<file path="config.mk">
export PLATFORM = sky130hd
export DESIGN_NAME = phase_sweep_ctrl
export DESIGN_NICKNAME = d
export VERILOG_FILES = /design/src/rtl/phase_sweep_ctrl.sv
export SDC_FILE = /design/constraint.sdc
export NUM_CORES = 1
export LEC_CHECK = 0
export CELL_PAD_IN_SITES_DETAIL_PLACEMENT = 0
export CELL_PAD_IN_SITES_GLOBAL_PLACEMENT = 1
export CORE_UTILIZATION = 44
export CTS_CLUSTER_DIAMETER = 80
export DETAILED_ROUTE_END_ITERATION = 8
export DONT_BUFFER_PORTS = 1
export PLACE_DENSITY = 0.77
export SLEW_MARGIN = 15
export SYNTH_ARGS = -nofsm -noshare
export SYNTH_HDL_FRONTEND = slang
export SYNTH_SLANG_ARGS = --single-unit
export TNS_END_PERCENT = 5
</file>
<file path="constraint.sdc">
create_clock -name clkin -period 3.1 [get_ports clkin]
set_clock_uncertainty 0.1 [all_clocks]
set_input_delay 0.31 -clock clkin [delete_from_list [all_inputs] [get_ports clkin]]
set_output_delay 0.31 -clock clkin [all_outputs]
set_load 0.05 [all_outputs]
</file>
<file path="src/rtl/phase_sweep_ctrl.sv">
// rtl/phase_sweep_ctrl.sv - phase sweep sequencer: steps DCM phase, waits for stable lock, triggers AES runs
// One measurement point = set phase, settle on consecutive lock, trigger the core reps times, advance.
module phase_sweep_ctrl #(
    parameter int unsigned SETTLE_CYC = 16
) (
    input  logic       clkin,
    input  logic       rst,
    input  logic       start,
    input  logic       abort,
    input  logic [7:0] phase_min,
    input  logic [7:0] phase_max,
    input  logic [7:0] step,
    input  logic [7:0] reps,
    input  logic       locked,
    input  logic       enc_done,
    output logic [7:0] phase,
    output logic       trig,
    output logic       busy,
    output logic       done,
    output logic [7:0] rep_idx
);

    localparam logic [7:0] SETTLE_TGT = 8'(SETTLE_CYC);

    typedef enum logic [2:0] {
        IDLE,
        SETTLE,
        TRIG,
        WAIT_DONE,
        ADVANCE
    } state_t;

    state_t     state_q, state_d;
    logic [7:0] phase_q, phase_d;
    logic [7:0] max_q, max_d;
    logic [7:0] step_q, step_d;
    logic [7:0] reps_q, reps_d;
    logic [7:0] rep_idx_q, rep_idx_d;
    logic [7:0] settle_cnt_q, settle_cnt_d;
    logic       trig_q, trig_d;
    logic       busy_q, busy_d;
    logic       done_q, done_d;

    logic [7:0] step_eff;
    logic [7:0] last_rep;
    logic [8:0] next_sum;

    // Zero step / zero reps behave as one; the 9-bit sum exposes wrap past 255.
    always_comb begin
        step_eff = (step_q == 8'd0) ? 8'd1 : step_q;
        last_rep = (reps_q == 8'd0) ? 8'd0 : (reps_q - 8'd1);
        next_sum = {1'b0, phase_q} + {1'b0, step_eff};
    end

    always_comb begin
        state_d      = state_q;
        phase_d      = phase_q;
        max_d        = max_q;
        step_d       = step_q;
        reps_d       = reps_q;
        rep_idx_d    = rep_idx_q;
        settle_cnt_d = settle_cnt_q;
        busy_d       = busy_q;
        trig_d       = 1'b0;
        done_d       = 1'b0;

        case (state_q)
            IDLE: begin
                if (start && !abort) begin
                    phase_d      = phase_min;
                    max_d        = phase_max;
                    step_d       = step;
                    reps_d       = reps;
                    rep_idx_d    = 8'd0;
                    settle_cnt_d = 8'd0;
                    busy_d       = 1'b1;
                    state_d      = SETTLE;
                end
            end
            SETTLE: begin
                // A single-cycle lock blip between DCM steps must not count as settled.
                if (settle_cnt_q == SETTLE_TGT) begin
                    state_d = TRIG;
                    trig_d  = 1'b1;
                end else if (locked) begin
                    settle_cnt_d = settle_cnt_q + 8'd1;
                end else begin
                    settle_cnt_d = 8'd0;
                end
            end
            TRIG: begin
                state_d = WAIT_DONE;
            end
            WAIT_DONE: begin
                if (enc_done) begin
                    if (rep_idx_q < last_rep) begin
                        rep_idx_d = rep_idx_q + 8'd1;
                        state_d   = TRIG;
                        trig_d    = 1'b1;
                    end else begin
                        state_d = ADVANCE;
                    end
                end
            end
            ADVANCE: begin
                if (next_sum > {1'b0, max_q}) begin
                    done_d  = 1'b1;
                    busy_d  = 1'b0;
                    state_d = IDLE;
                end else begin
                    phase_d      = next_sum[7:0];
                    rep_idx_d    = 8'd0;
                    settle_cnt_d = 8'd0;
                    state_d      = SETTLE;
                end
            end
            default: begin
                state_d = IDLE;
                busy_d  = 1'b0;
            end
        endcase

        // Abort overrides whatever the state decided; phase is left where it was.
        if (abort && (state_q != IDLE)) begin
            state_d      = IDLE;
            phase_d      = phase_q;
            rep_idx_d    = rep_idx_q;
            settle_cnt_d = 8'd0;
            busy_d       = 1'b0;
            trig_d       = 1'b0;
            done_d       = 1'b0;
        end
    end

    always_ff @(posedge clkin or negedge rst) begin
        if (!rst) begin
            state_q      <= IDLE;
            phase_q      <= 8'd0;
            max_q        <= 8'd0;
            step_q       <= 8'd0;
            reps_q       <= 8'd0;
            rep_idx_q    <= 8'd0;
            settle_cnt_q <= 8'd0;
            trig_q       <= 1'b0;
            busy_q       <= 1'b0;
            done_q       <= 1'b0;
        end else begin
            state_q      <= state_d;
            phase_q      <= phase_d;
            max_q        <= max_d;
            step_q       <= step_d;
            reps_q       <= reps_d;
            rep_idx_q    <= rep_idx_d;
            settle_cnt_q <= settle_cnt_d;
            trig_q       <= trig_d;
            busy_q       <= busy_d;
            done_q       <= done_d;
        end
    end

    assign phase   = phase_q;
    assign trig    = trig_q;
    assign busy    = busy_q;
    assign done    = done_q;
    assign rep_idx = rep_idx_q;

endmodule

</file>
==> results by group <==
Run status
  • Status: finished, violations left
  • Failing checks: setup timing

Clock network
  • Clk sinks: 54
  • CTS tree: done
  • Clk slew on worst S/H paths: 110 ps
  • H-tree levels: 2
  • Max clock buf depth: 2
  • Clock latency on the worst-skew pair: 310 ps
  • Num CTS Buffers: 5
  • Clock root cell: clkbuf_8

Logic synthesis
  • Syn_area_per_cell: 9.46 um^2
  • Asr flop ratio synth: 1.00
  • Top-area cell type share of the netlist area: 0.399
  • Post-Syn Instances: 358
  • Synth Flop Type: dfrtp_1
  • Post-synth cell types: 50
  • Syn. warnings: 0
  • Top cell type by total area after synthesis: dfrtp_1
  • Synthesized cell area: 3390 um^2
  • Flops & latches, synth: 54
  • Post-synth EDFFs: 0
  • Register area share after synthesis: 0.399
  • Top post-synthesis cells by area: dfrtp_1 40%, ha_1 10%, mux2_2 6.6%, a21oi_1 4.3%, nand2_1 4.0%
  • Syn Nets: 424

Detailed routing
  • Drt pass-1 iters: 4
  • Vias: 2767
  • Post-route DRC: 0
  • Drt total wl: 7.88 mm
  • DR iter-0 viols: 89
  • Number of vias per cell: 5.53
  • Post-DRT Antenna Nets: 0
  • Wirelength per Cell: 15.8 um

Worst setup path
  • Crit Path Class: flop to flop
  • Req. time, crit path: 3210 ps
  • Crit-path cells: nor4_2 -> a21o_1 -> ha_4 -> fa_2 -> a21oi_2 -> o211ai_1 -> nor2_2 -> xnor2_2 -> ha_1 -> nand4_1 -> o22a_1 -> o22ai_4 -> a21oi_4 -> o21ai_2 -> mux2_4
  • CP peak stage delay: 400 ps
  • Worst reg2reg startpoint: step_q[4]$_DFFE_PN0P_
  • Max FO, Critical Path: 6
  • Worst Path Arrival: 3520 ps
  • R2R setup slack: -320 ps
  • Setup crit end kind: flop
  • Slowest cell on crit path: dfrtp_1
  • Worst flop-to-flop path endpoint: settle_cnt_q[0]$_DFFE_PN0P_
  • Top delay family on crit path: compound AO/OA/AOI/OAI gates
  • R2r worst-path depth: 15
  • Crit start category: flop
  • CP Buf/Inv Count: 0

Pwr
  • Logic pwr share: 0.562
  • Clock Power Share: 0.165
  • NetSw: 1.38 mW
  • Max VDD drop: 541 uV
  • Share of power burned in registers: 0.273
  • Static leakage: 1.89 nW
  • Internal power: 2.06 mW
  • PD cells: 827 nW/um^2
  • Sw Share: 0.401

Timing
  • Final period util: 1.10
  • RSZ-0062 raised after global routing: yes
  • Fmax: 0.293 GHz
  • Worst relative slew slack: 0.551
  • Final min period: 3420 ps
  • Final setup fails: 27
  • Final hold viol count: 0
  • Final worst setup slack: -318 ps
  • Final-report max-slew violation count: 0
  • Actual slew at the worst max-slew pin: 668 ps

Floorplan
  • Initial Util: 0.462
  • Core region area: 7330 um^2
  • Row cnt: 31
  • Die ar.: 8050 um^2
  • Die H: 89.7 um
  • Chip Width: 89.7 um
  • I/O pins: 57

Global routing
  • Largest net degree at the start of global routing: 55
  • Vias in the first global route: 2721
  • Global-route wire length before repair: 13.3 mm
  • Overflow after GRT: 0
  • Initial antenna violation count: 0
  • Total track usage: 0.206

Placed design
  • Placed Instance Area: 3830 um^2
  • Detail Placement HPWL: 5.95 mm
  • RD Place Congestion: 0.806
  • Post-Place Cells: 486
  • Port Buffers: 0

Cells and area
  • Sequential cell area: 1360 um^2
  • Fin area: 4160 um^2
  • Area growth, synth to finish: 22.9%
  • Fin nets: 466
  • Share of cells above drive strength 1: 0.269
  • FILL cells: 609
  • Final non-filler cell total: 500
  • Area occupied by multi-input gates: 2040 um^2
  • Antenna diodes: 0
  • Utilization after layout: 0.568

Worst hold path
  • Hold Crit Start: phase_max[2]
  • Worst Hold Class: primary input to flop
  • Worst Hold Depth: 2
  • Worst Hold End: max_q[2]$_DFFE_PN0P_

Job
  • Max-Cap Viols: 0
[layout by cell type (no fill, tap or decap), types with 3 or more instances in the layout]
cell and n:
buf_4 44, o21ai_1 12, dfrtp_2 3, nand4_1 5, nand2b_1 6, ha_1 26, a21oi_2 4, o21a_1 5
a211oi_1 3, nand3b_1 3, o211ai_1 3, xnor2_1 5, o21ai_0 17, o31ai_1 5, dlygate4sd3_1 3, a22o_1 4
mux2_2 19, dfrtp_1 51, and3_1 5, nand3_1 8, nor2_1 18, nand2_2 4, xor2_1 4, clkbuf_8 5
a21oi_1 25, o31ai_2 4, nor3_1 8, nor2b_1 5, mux2i_1 5, inv_1 16, nand2_1 33
[layout make-up]
| class | count | area share |
|---|---|---|
| inverter | 16 | 0.0144 |
| clock inverter | 3 | 0.0165 |
| tap | 99 | 0.0298 |
| sequential | 54 | 0.326 |
| clock buffer | 5 | 0.0165 |
| multi-input combinational | 271 | 0.489 |
| timing repair buffer | 52 | 0.108 |
[per-layer routing]
layer	vias up	part of all wire	global-route usage
met2	47	0.45	0.321
met5	-	0	0
met4	0	0.0039	0.0342
met3	2	0.049	0.0508
li1	1383	-	-
met1	1335	0.50	0.294
[Yosys cell counts (2+ instances only)]
cell and instances:
o22a_1 2, mux2_2 20, nor2_1 19, o21ai_1 5
nand2_1 36, o22ai_1 3, nor3_1 8, inv_1 16
a21o_1 2, dfrtp_1 54, o21a_1 5, o211ai_1 3
nand3_1 8, o31ai_1 10, a31oi_1 2, a21oi_1 29
xor2_1 4, a211oi_1 3, clkbuf_1 8, nor2b_1 6
nand4_1 5, nor4b_2 2, and3_1 5, mux2i_1 5
nand3b_1 3, a22o_1 4, nand2b_1 6, buf_2 7
o21ai_0 25, xnor2_1 6, ha_1 27, a41oi_1 2
[flip-flops by register name, summed over array words and instances (netlist names)]
| name | cells |
|---|---|
| max_q | 8 |
| state_q | 3 |
| done | 1 |
| rep_idx | 8 |
| reps_q | 8 |
| trig | 1 |
| busy | 1 |
| step_q | 8 |
| settle_cnt_q | 8 |
| phase | 8 |
[metrics by stage]
stage	total power [mW]	hold WS, ps	TNS [ps]	setup slack (ps)
3_3_place_gp	2.63	-84.0	-4590	-309
5_1_grt	3.71	2.52	-13330	-567
3_5_place_dp	2.66	-84.3	-7680	-429
2_1_floorplan	2.03	-85.6	-1310	-116
6_report	3.44	12.0	-6330	-318
4_1_cts	3.39	9.01	-7610	-349
[how the worst max path moves through the flow]
stage | startpoint | to | slack (ps) | cells after the start
floorplan | step_q[6]$_DFFE_PN0P_ | settle_cnt_q[3]$_DFFE_PN0P_ | -120 | 16
detailed placement | step_q[6]$_DFFE_PN0P_ | phase[7]$_DFFE_PN0P_ | -430 | 16
finish | step_q[4]$_DFFE_PN0P_ | settle_cnt_q[0]$_DFFE_PN0P_ | -320 | 15
global route | step_q[4]$_DFFE_PN0P_ | settle_cnt_q[0]$_DFFE_PN0P_ | -570 | 15
CTS | step_q[4]$_DFFE_PN0P_ | settle_cnt_q[0]$_DFFE_PN0P_ | -350 | 15
global placement | step_q[6]$_DFFE_PN0P_ | phase[7]$_DFFE_PN0P_ | -310 | 16
[kinds of logic after synthesis]
family / synth area share
xor+xnor: 0.0259
flops: 0.399
mux: 0.0813
compound gates: 0.188
buf+inv: 0.0414
fa+ha+maj: 0.106
simple gates: 0.158
[what timing repair did]
action                                  4_1_cts  5_1_grt
pin swaps                                    16        3
setup buffers                                 2        0
cloned                                        0        0
hold endpoints to repair                     57        1
resized for setup                            18       11
hold buffers                                  3        1
endpoints found under the setup margin       27       29
[power by group through the flow]
stage	clock network (mW)	registers, mW	logic, mW
floorplan	0	1.12	0.910
global placement	0	0.947	1.68
detailed placement	0	0.948	1.71
CTS	0.578	0.937	1.87
global route	0.617	0.958	2.14
finish	0.567	0.940	1.94
[worst register-to-register path, delay by kind of cell (launching register included)]
| kind | cells | cell delay [ps] |
|---|---|---|
| mux | 1 | 310 |
| flops | 1 | 400 |
| fa+ha+maj | 3 | 650 |
| simple gates | 3 | 490 |
| compound gates | 7 | 1240 |
| xor+xnor | 1 | 150 |
Note: power is estimated with default switching activity, not from simulation.
